<file path="src/rtl/regfile_pkg.sv">
// Shared constants and types for the 16-bit datapath register file.
// Decode and execute import the same package.
package regfile_pkg;

  localparam int DATA_W   = 16;
  localparam int NUM_REGS = 16;
  localparam int ADDR_W   = $clog2(NUM_REGS);

  typedef logic [DATA_W-1:0] word_t;
  typedef logic [ADDR_W-1:0] reg_addr_t;

endpackage

</file>
<file path="src/rtl/reg_file_if.sv">
// Operand/write bus between decode/execute and the register file.
// Handshake: none; reads are combinational and a write commits on the clock edge while wre=1.
interface reg_file_if #(
  parameter int DATA_W = regfile_pkg::DATA_W,
  parameter int ADDR_W = regfile_pkg::ADDR_W
);

  logic              wre;
  logic [ADDR_W-1:0] a1;
  logic [ADDR_W-1:0] a2;
  logic [ADDR_W-1:0] a3;
  logic [DATA_W-1:0] wd3;
  logic [DATA_W-1:0] rd1;
  logic [DATA_W-1:0] rd2;
  logic [DATA_W-1:0] rd3;

  modport master (
    output wre, a1, a2, a3, wd3,
    input  rd1, rd2, rd3
  );

  modport slave (
    input  wre, a1, a2, a3, wd3,
    output rd1, rd2, rd3
  );

endinterface

</file>
<file path="src/rtl/regfile_rd_port.sv">
// One combinational read port: register select plus, under
// REGFILE_WRITE_BYPASS_EN, a write-first forward of the pending write data.
module regfile_rd_port #(
  parameter int DATA_W   = regfile_pkg::DATA_W,
  parameter int NUM_REGS = regfile_pkg::NUM_REGS,
  parameter int ADDR_W   = regfile_pkg::ADDR_W
) (
  input  logic [NUM_REGS-1:0][DATA_W-1:0] regs,
  input  logic [ADDR_W-1:0]               addr,
`ifdef REGFILE_WRITE_BYPASS_EN
  input  logic                            byp_en,
  input  logic [ADDR_W-1:0]               wa,
  input  logic [DATA_W-1:0]               wd,
`endif
  output logic [DATA_W-1:0]               rd
);

  always_comb begin
    rd = regs[addr];
`ifdef REGFILE_WRITE_BYPASS_EN
    if (byp_en && (addr == wa)) begin
      rd = wd;
    end
`endif
  end

endmodule

</file>
<file path="src/rtl/reg_file.sv">
// 16x16 register file: three combinational read ports, one synchronous write
// port sharing its address with read port 3. Optional macro: REGFILE_WRITE_BYPASS_EN.
module reg_file #(
  parameter int DATA_W   = regfile_pkg::DATA_W,
  parameter int NUM_REGS = regfile_pkg::NUM_REGS,
  parameter int ADDR_W   = regfile_pkg::ADDR_W
) (
  input  logic       clk,
  input  logic       rst_n,
  reg_file_if.slave  bus
);

  typedef logic [NUM_REGS-1:0][DATA_W-1:0] bank_t;

  bank_t regs_q;
  bank_t regs_d;

  // Per-register enable: an unknown wre or a3 bit makes the compare unknown,
  // which the if treats as false, so no unaddressed register is disturbed.
  always_comb begin
    regs_d = regs_q;
    for (int i = 0; i < NUM_REGS; i++) begin
      if (bus.wre && (bus.a3 == ADDR_W'(i))) begin
        regs_d[i] = bus.wd3;
      end
    end
  end

  always_ff @(posedge clk or negedge rst_n) begin
    if (!rst_n) begin
      regs_q <= '0;
    end else begin
      regs_q <= regs_d;
    end
  end

  wre_known_a: assert property (@(posedge clk) disable iff (!rst_n) !$isunknown(bus.wre))
    else $error("reg_file: wre is unknown at clock edge");

`ifdef REGFILE_WRITE_BYPASS_EN
  logic byp_en;
  assign byp_en = bus.wre && rst_n;
`endif

  regfile_rd_port #(.DATA_W(DATA_W), .NUM_REGS(NUM_REGS), .ADDR_W(ADDR_W)) u_rd1 (
    .regs   (regs_q),
    .addr   (bus.a1),
`ifdef REGFILE_WRITE_BYPASS_EN
    .byp_en (byp_en),
    .wa     (bus.a3),
    .wd     (bus.wd3),
`endif
    .rd     (bus.rd1)
  );

  regfile_rd_port #(.DATA_W(DATA_W), .NUM_REGS(NUM_REGS), .ADDR_W(ADDR_W)) u_rd2 (
    .regs   (regs_q),
    .addr   (bus.a2),
`ifdef REGFILE_WRITE_BYPASS_EN
    .byp_en (byp_en),
    .wa     (bus.a3),
    .wd     (bus.wd3),
`endif
    .rd     (bus.rd2)
  );

  regfile_rd_port #(.DATA_W(DATA_W), .NUM_REGS(NUM_REGS), .ADDR_W(ADDR_W)) u_rd3 (
    .regs   (regs_q),
    .addr   (bus.a3),
`ifdef REGFILE_WRITE_BYPASS_EN
    .byp_en (byp_en),
    .wa     (bus.a3),
    .wd     (bus.wd3),
`endif
    .rd     (bus.rd3)
  );

endmodule

</file>
<file path="src/flat_wrapper.sv">
// flat-port wrapper written by rule: the top's interface ports become plain ports
module reg_file_flat 
#(
  parameter int DATA_W   = regfile_pkg::DATA_W,
  parameter int NUM_REGS = regfile_pkg::NUM_REGS,
  parameter int ADDR_W   = regfile_pkg::ADDR_W
)
  (clk, rst_n, bus_wre, bus_a1, bus_a2, bus_a3, bus_wd3, bus_rd1, bus_rd2, bus_rd3);
  reg_file_if #(.DATA_W(DATA_W), .ADDR_W(ADDR_W)) bus_i ();
  input  logic clk;
  input  logic rst_n;
  input wire logic [$bits(bus_i.wre)-1:0] bus_wre;
  input wire logic [$bits(bus_i.a1)-1:0] bus_a1;
  input wire logic [$bits(bus_i.a2)-1:0] bus_a2;
  input wire logic [$bits(bus_i.a3)-1:0] bus_a3;
  input wire logic [$bits(bus_i.wd3)-1:0] bus_wd3;
  output wire logic [$bits(bus_i.rd1)-1:0] bus_rd1;
  output wire logic [$bits(bus_i.rd2)-1:0] bus_rd2;
  output wire logic [$bits(bus_i.rd3)-1:0] bus_rd3;
  assign bus_i.wre = bus_wre;
  assign bus_i.a1 = bus_a1;
  assign bus_i.a2 = bus_a2;
  assign bus_i.a3 = bus_a3;
  assign bus_i.wd3 = bus_wd3;
  assign bus_rd1 = bus_i.rd1;
  assign bus_rd2 = bus_i.rd2;
  assign bus_rd3 = bus_i.rd3;
  reg_file #(.DATA_W(DATA_W), .NUM_REGS(NUM_REGS), .ADDR_W(ADDR_W)) u_core (.clk(clk), .rst_n(rst_n), .bus(bus_i));
endmodule
</file>
<file path="config.mk">
export PLATFORM = sky130hd
export DESIGN_NAME = reg_file_flat
export DESIGN_NICKNAME = d
export VERILOG_FILES = /design/src/rtl/regfile_pkg.sv /design/src/rtl/reg_file_if.sv /design/src/rtl/regfile_rd_port.sv /design/src/rtl/reg_file.sv /design/src/flat_wrapper.sv
export SDC_FILE = /design/constraint.sdc
export NUM_CORES = 1
export LEC_CHECK = 0
export CAP_MARGIN = 5
export CORE_AREA = 2 2 250 252
export DETAILED_ROUTE_END_ITERATION = 8
export DIE_AREA = 0 0 252 254
export GPL_TIMING_DRIVEN = 0
export PLACE_DENSITY_LB_ADDON = 0.15
export REMOVE_ABC_BUFFERS = 1
export SLEW_MARGIN = 40
export SYNTH_ARGS = -nofsm -noshare
export SYNTH_HDL_FRONTEND = slang
export SYNTH_SLANG_ARGS = --single-unit
</file>
<file path="constraint.sdc">
create_clock -name clk -period 4.8 [get_ports clk]
set_input_delay 0.48 -clock clk [delete_from_list [all_inputs] [get_ports clk]]
set_output_delay 0.48 -clock clk [all_outputs]
set_load 0.02 [all_outputs]
</file>
==> results of run 1 <==
-- power groups by stage --
stage	Combinational, uW	Sequential (uW)	Clock, uW
after global routing	2360	3200	2650
final	2210	3120	2450
after detailed placement	2230	3140	0
after floorplan	1500	3000	0
after CTS	2240	3110	2550
after global placement	2220	3110	0
-- path summary, 6_finish.rpt --
check	startpoint	endpoint	slack [ns]	cells after the start
max	bus_a3[3]	bus_rd3[12]	1.39	5
min in group clk	u_core.regs_q[118]$_DFFE_PN0P_	u_core.regs_q[118]$_DFFE_PN0P_	0.54	1
max reg2reg	u_core.regs_q[42]$_DFFE_PN0P_	u_core.regs_q[42]$_DFFE_PN0P_	3.99	1
max in group asynchronous	rst_n	u_core.regs_q[62]$_DFFE_PN0P_	3.35	4
min	rst_n	u_core.regs_q[196]$_DFFE_PN0P_	0.45	2
min reg2reg	u_core.regs_q[118]$_DFFE_PN0P_	u_core.regs_q[118]$_DFFE_PN0P_	0.54	1
-- routing by layer --
metal / vias up / global-route usage / part of all wire
li1: 4069 / - / -
met1: 5269 / 0.2071 / 0.42
met2: 292 / 0.2829 / 0.50
met3: 113 / 0.02868 / 0.046
met4: 2 / 0.05934 / 0.034
met5: - / 0 / 0.00014
-- worst max-delay path: cells and delay by family --
kind / cells / cell delay, ns
buffers and inverters: 2 / 1.26
AO/OA/AOI/OAI: 1 / 0.27
AND/OR/NAND/NOR: 2 / 0.91
-- layout by cell type, fill, tap and decap left out, types with 11 or more instances in the layout --
| cell type | netlist | routed |
|---|---|---|
| buf_8 | 1 | 11 |
| clkbuf_16 | 0 | 35 |
| mux4_2 | 192 | 192 |
| nand2_1 | 50 | 49 |
| clkbuf_1 | 49 | 13 |
| a22oi_1 | 96 | 96 |
| clkdlybuf4s50_1 | 0 | 71 |
| mux2_2 | 255 | 255 |
| dfrtp_1 | 256 | 256 |
| buf_16 | 0 | 24 |
| nor2_4 | 0 | 12 |
-- cells by family (layout without fill, tap and decap cells) --
group | Yosys count | in the layout | share of synthesized area
AOI/OAI and AO/OA | 96 | 96 | 0.04740
DFF | 256 | 256 | 0.4213
and+or+nand+nor | 84 | 84 | 0.02576
muxes | 448 | 448 | 0.4740
buffers and inverters | 102 | 168 | 0.03152
-- what timing repair did --
item,in CTS,in global routing
gates resized for setup,0,0
endpoints found under the setup margin,0,0
hold buffers,1,0
hold endpoints to repair,40,0
-- through the flow --
step                std cells  setup slack, ns  hold slack [ns]  total power, uW
floorplan                 884            2.658           0.1844             4497
global placement         1752           -8.865           0.5218             5335
detailed placement       1782            1.419           0.4186             5374
CTS                      1842            1.407           0.4377             7899
global route             1842            1.262           0.4668             8213
finish                   1842            1.385           0.4467             7778
-- layout make-up --
class                   count  area [um2]  share of cell area
clock inverters             8       76.32            0.004136
flip-flops and latches    256        6406              0.3472
multi-input cells         628        8447              0.4578
repair buffers            109        1569             0.08503
well taps                 790       988.4             0.05357
clock buffers              51       965.9             0.05235
==> metrics.cfg, run 1 <==
[finish]
largestRegisters=u_core.regs_q x256
final_nets=1061
syn_to_final_growth_pct=21.36
drive_gt1_frac=0.5304
final_util=0.3012
finalInstanceArea_um2=18450
top_register=u_core.regs_q
largest_register_ff_count=256
diodes=0
final.fill_count=6033

[global_routing]
grt_max_degree=64
gr-total-overflow=0
grt_pass1_vias=10400
antenna_found_initial=2
grt_pass1_wl_um=75080
grt_use_total=0.1643

[synth]
synth_top_area_cell=dfrtp_1
synth-edff-count=0
synthDistinctLibCells=23
synth_async_sr_flop_share=1.000
synth_top_area_frac=0.4213
yosys-top-cells-area=dfrtp_1, mux4_2, mux2_2, a22oi_1, nand2_1
ys_top_cells_by_count=dfrtp_1, mux2_2, mux4_2
synth_seq_area_share=0.4213
syn_area_um2=15200
ys_warn_count=0
synth_cells=986
avgSynthCellArea_um2=15.42
ys.flop_type=dfrtp_1
yosysMostFrequentCell=dfrtp_1
synth-seq-cells=256

[worst_setup_path]
crit_type=input pin to output pin
cp.arrival_ns=2.93
startpoint_type=input pin
cp_cell_sequence=clkdlybuf4s50_1 -> and2b_2 -> a22oi_1 -> nand2_1 -> clkdlybuf4s50_1
critPathMaxStageDelay_ns=0.71
crit_path_frequent_cell=clkdlybuf4s50_1
cp.required_ns=4.32
end_kind=output pin
cp_max_fo=16
cp_slowest_cell=and2b_2

[sta]
tns_ns=0
min_period_ns=3.415
finalHoldViolations=0
setup_viol=0
fin_crit_sh=0.7114
finClkSkew_ns=0
slew_viol_final=0
max_slew_margin=0.4767
fmax_mhz=292.9
rsz0062_at_grt=no
worstMarginPinSlew_ns=0.7850

[placed_design]
numPortBuffers=78
place_hpwl_um=32580
gp_congestion=0.6836
postPlaceCellArea_um2=17400

[power]
p_switching_uw=2309
p_per_area_nw_per_um2=421.5
switching_share=0.2969
p_leak_uw=0.007147
clock_power_share=0.315
peakVddDrop_mv=0.1865
p_int_uw=5469
power_frac_comb=0.284
p_seq_frac=0.401

[floorplan]
start_util=0.2482
core_um2=61260
die_area_um2=64010
pin_count=79
die_w_um=252
die_h_um=254
num_rows=91

[cts]
clk_latency_ns=0.54
clock-sinks=256
cts_htree_levels=2
cts_buffers=35
clk_path_buf_depth=3
post_cts_buffers=0
cts_tree=yes
clk_pin_slew_ns=0.05
clock-root-buffer=clkbuf_16

[run_status]
status=finished, final reports clean

[detailed_routing]
drt_iter0_markers=653
via_count=9745
finalWirelength_um=51550
drt_pass1_iterations=4
final_antenna_net_count=0
wl_per_cell_um=27.98
viasPerCell=5.290
drc=0

[hold_path]
hold_path_class=input pin to async pin

[flow_run]
maxCapViolCount=0

No activity file was read; power rests on OpenSTA's default activity.
==> inputs of run 2 (changes only) <==
Clock period 4.8 ns to 2.91 ns, I/O delays scaled along.
==> run 2 against run 1 <==
Compared with the run above: first-iteration DRC count is 2.0% lower; clock-buffer cell count did not move; clock power up 65%; die area stayed put; worst setup slack worse by 1.3 ns; non-clock buffer count increased by 9; wire length increased by 1.6%.
==> metrics.cfg, run 2 (same netlist as run 1, synthesis figures left out) <==
[global_routing]
gr-total-overflow=0  ; unchanged
grt_pass1_vias=10410  ; was 10400
grt_max_degree=64  ; unchanged
grt_use_total=0.1656  ; was 0.1643
antenna_found_initial=1  ; was 2
grt_pass1_wl_um=75490  ; was 75080 um

[floorplan]
die_area_um2=64010  ; unchanged
die_h_um=254  ; unchanged
num_rows=91  ; unchanged
die_w_um=252  ; unchanged
core_um2=61260  ; unchanged
pin_count=79  ; unchanged
start_util=0.2482  ; unchanged

[sta]
slew_viol_final=0  ; unchanged
finalHoldViolations=0  ; unchanged
worst_slack_ns=0.06102  ; was 1.385 ns
setup_viol=0  ; unchanged
min_period_ns=2.849
tns_ns=0  ; unchanged
rsz0062_at_grt=no  ; unchanged
holdWs_ns=0.2582  ; was 0.4467 ns
max_slew_margin=0.4844  ; was 0.4767
worstMarginPinSlew_ns=0.7707  ; was 0.7850 ns
fin_crit_sh=0.9790
fmax_mhz=351.0
finClkSkew_ns=0  ; unchanged

[run_status]
status=finished, final reports clean  ; unchanged

[finish]
final_util=0.3043  ; was 0.3012
area.sequential_um2=6406  ; unchanged
diodes=0  ; unchanged
mostFrequentLayoutCell=dfrtp_1  ; unchanged
largest_register_ff_count=256  ; unchanged
drive_gt1_frac=0.5344  ; was 0.5304
largestRegisters=u_core.regs_q x256  ; unchanged
final.fill_count=6017  ; was 6033
syn_to_final_growth_pct=22.61  ; was 21.36%
most-common-layout-cells=dfrtp_1, mux2_2, mux4_2, a22oi_1, clkdlybuf4s50_1  ; unchanged
multi_input_area_um2=8453  ; was 8447 um2
final_nets=1070  ; was 1061
top_register=u_core.regs_q  ; unchanged

[placed_design]
gp_congestion=0.6836  ; unchanged
place_ws_ns=-0.09251  ; was 1.419 ns
place_hpwl_um=32580  ; unchanged
numPortBuffers=78  ; unchanged

[flow_run]
maxCapViolCount=0  ; unchanged

[detailed_routing]
final_antenna_net_count=0  ; unchanged
drt_pass1_iterations=7  ; was 4
drc=0  ; unchanged
via_count=9780  ; was 9745
viasPerCell=5.284  ; was 5.290
wl_per_cell_um=28.29  ; was 27.98 um
drt_iter0_markers=640  ; was 653
finalWirelength_um=52370  ; was 51550 um

[worst_setup_path]
cp.arrival_ns=2.56  ; was 2.93 ns
crit_path_end=bus_rd1[1]  ; was bus_rd3[12]
rrSetupSlack_ns=2.10  ; was 3.99 ns
crit_type=input pin to output pin  ; unchanged
startpoint_type=input pin  ; unchanged
cp_max_fo=9  ; was 16
reg2reg_depth=1  ; unchanged
r2r_end=u_core.regs_q[42]$_DFFE_PN0P_  ; unchanged
cp.required_ns=2.62  ; was 4.32 ns
critPathLaunch=bus_a1[2]  ; was bus_a3[3]
end_kind=output pin  ; unchanged
r2r-start=u_core.regs_q[42]$_DFFE_PN0P_  ; unchanged

[cts]
cts_buffers=35  ; unchanged
clk_pin_slew_ns=0.05  ; about the same
clock-root-buffer=clkbuf_16  ; unchanged
clk_latency_ns=0.54  ; about the same
cts_tree=yes  ; unchanged
clock-sinks=256  ; unchanged
cts_htree_levels=2  ; unchanged
clk_path_buf_depth=3  ; unchanged

[hold_path]
hold_path_class=input pin to async pin  ; unchanged

[power]
p_per_area_nw_per_um2=690.6  ; was 421.5 nW/um2
p_leak_uw=0.007241  ; was 0.007147 uW
finalPower_uw=12870  ; was 7778 uW
peakVddDrop_mv=0.3094  ; was 0.1865 mV

==> run 2: cell types whose count changed in the layout (fill, tap and decap cells not counted) <==
cell / previous run / this run
and2_2: 3 / 0
and2_4: 0 / 3
and2b_2: 2 / 0
and2b_4: 0 / 2
buf_12: 0 / 5
buf_4: 0 / 2
buf_8: 11 / 10
bufbuf_16: 0 / 1
clkbuf_16: 35 / 37
==> run 2: worst min-delay path by stage <==
| stage | endpoint | slack (ns) | cells after the start |
|---|---|---|---|
| floorplan | u_core.regs_q[0]$_DFFE_PN0P_ | -0.005 | 0 |
| global placement | u_core.regs_q[164]$_DFFE_PN0P_ | 0.52 | 1 |
| detailed placement | u_core.regs_q[196]$_DFFE_PN0P_ | 0.23 | 1 |
| CTS | u_core.regs_q[196]$_DFFE_PN0P_ | 0.25 | 2 |
| global route | u_core.regs_q[196]$_DFFE_PN0P_ | 0.28 | 2 |
| finish | u_core.regs_q[196]$_DFFE_PN0P_ | 0.26 | 2 |
==> run 2: cell type report <==
type,count,share of cell area
clock buffer,51,0.05182
clock inverter,8,0.004094
multi-input combinational,628,0.4535
sequential,256,0.3436
tap,790,0.05302
timing repair buffer,118,0.09397
==> run 2: per-stage QoR <==
stage / instance area [um2] / instances
5_1_grt: 18640 / 1851
6_report: 18640 / 1851
4_1_cts: 18510 / 1844
2_1_floorplan: 14730 / 884
3_3_place_gp: 16490 / 1752
3_5_place_dp: 17400 / 1782
==> run 2: routing by layer <==
metal  up-vias  GRT usage  wire length [um]
li1       4084          -                 -
met1      5316     0.2083             22200
met2       280     0.2864             26380
met3        98    0.02868              2229
met4         2    0.05816              1550
met5         -          0                 7
==> run 2: power by group <==
group,total [uW],internal [uW],switching [uW]
clock network,4050,2390,1660
logic,3690,2260,1430
registers,5140,4400,739
total,12900,9050,3830
==> run 2: critical path, stage by stage <==
cell and delay (ns):
clkdlybuf4s50_1 0.64, nor2b_4 0.55, buf_16 0.22, a22oi_1 0.12, nand2_1 0.12, clkdlybuf4s50_1 0.62
==> run 2: timing repair <==
action                     in CTS  in global routing
gates cloned                    1                  2
setup buffers                   1                  5
gates resized for setup         5                  1
setup endpoints to repair      16                 19
hold endpoints to repair       40                  0
hold buffers                    1                  0
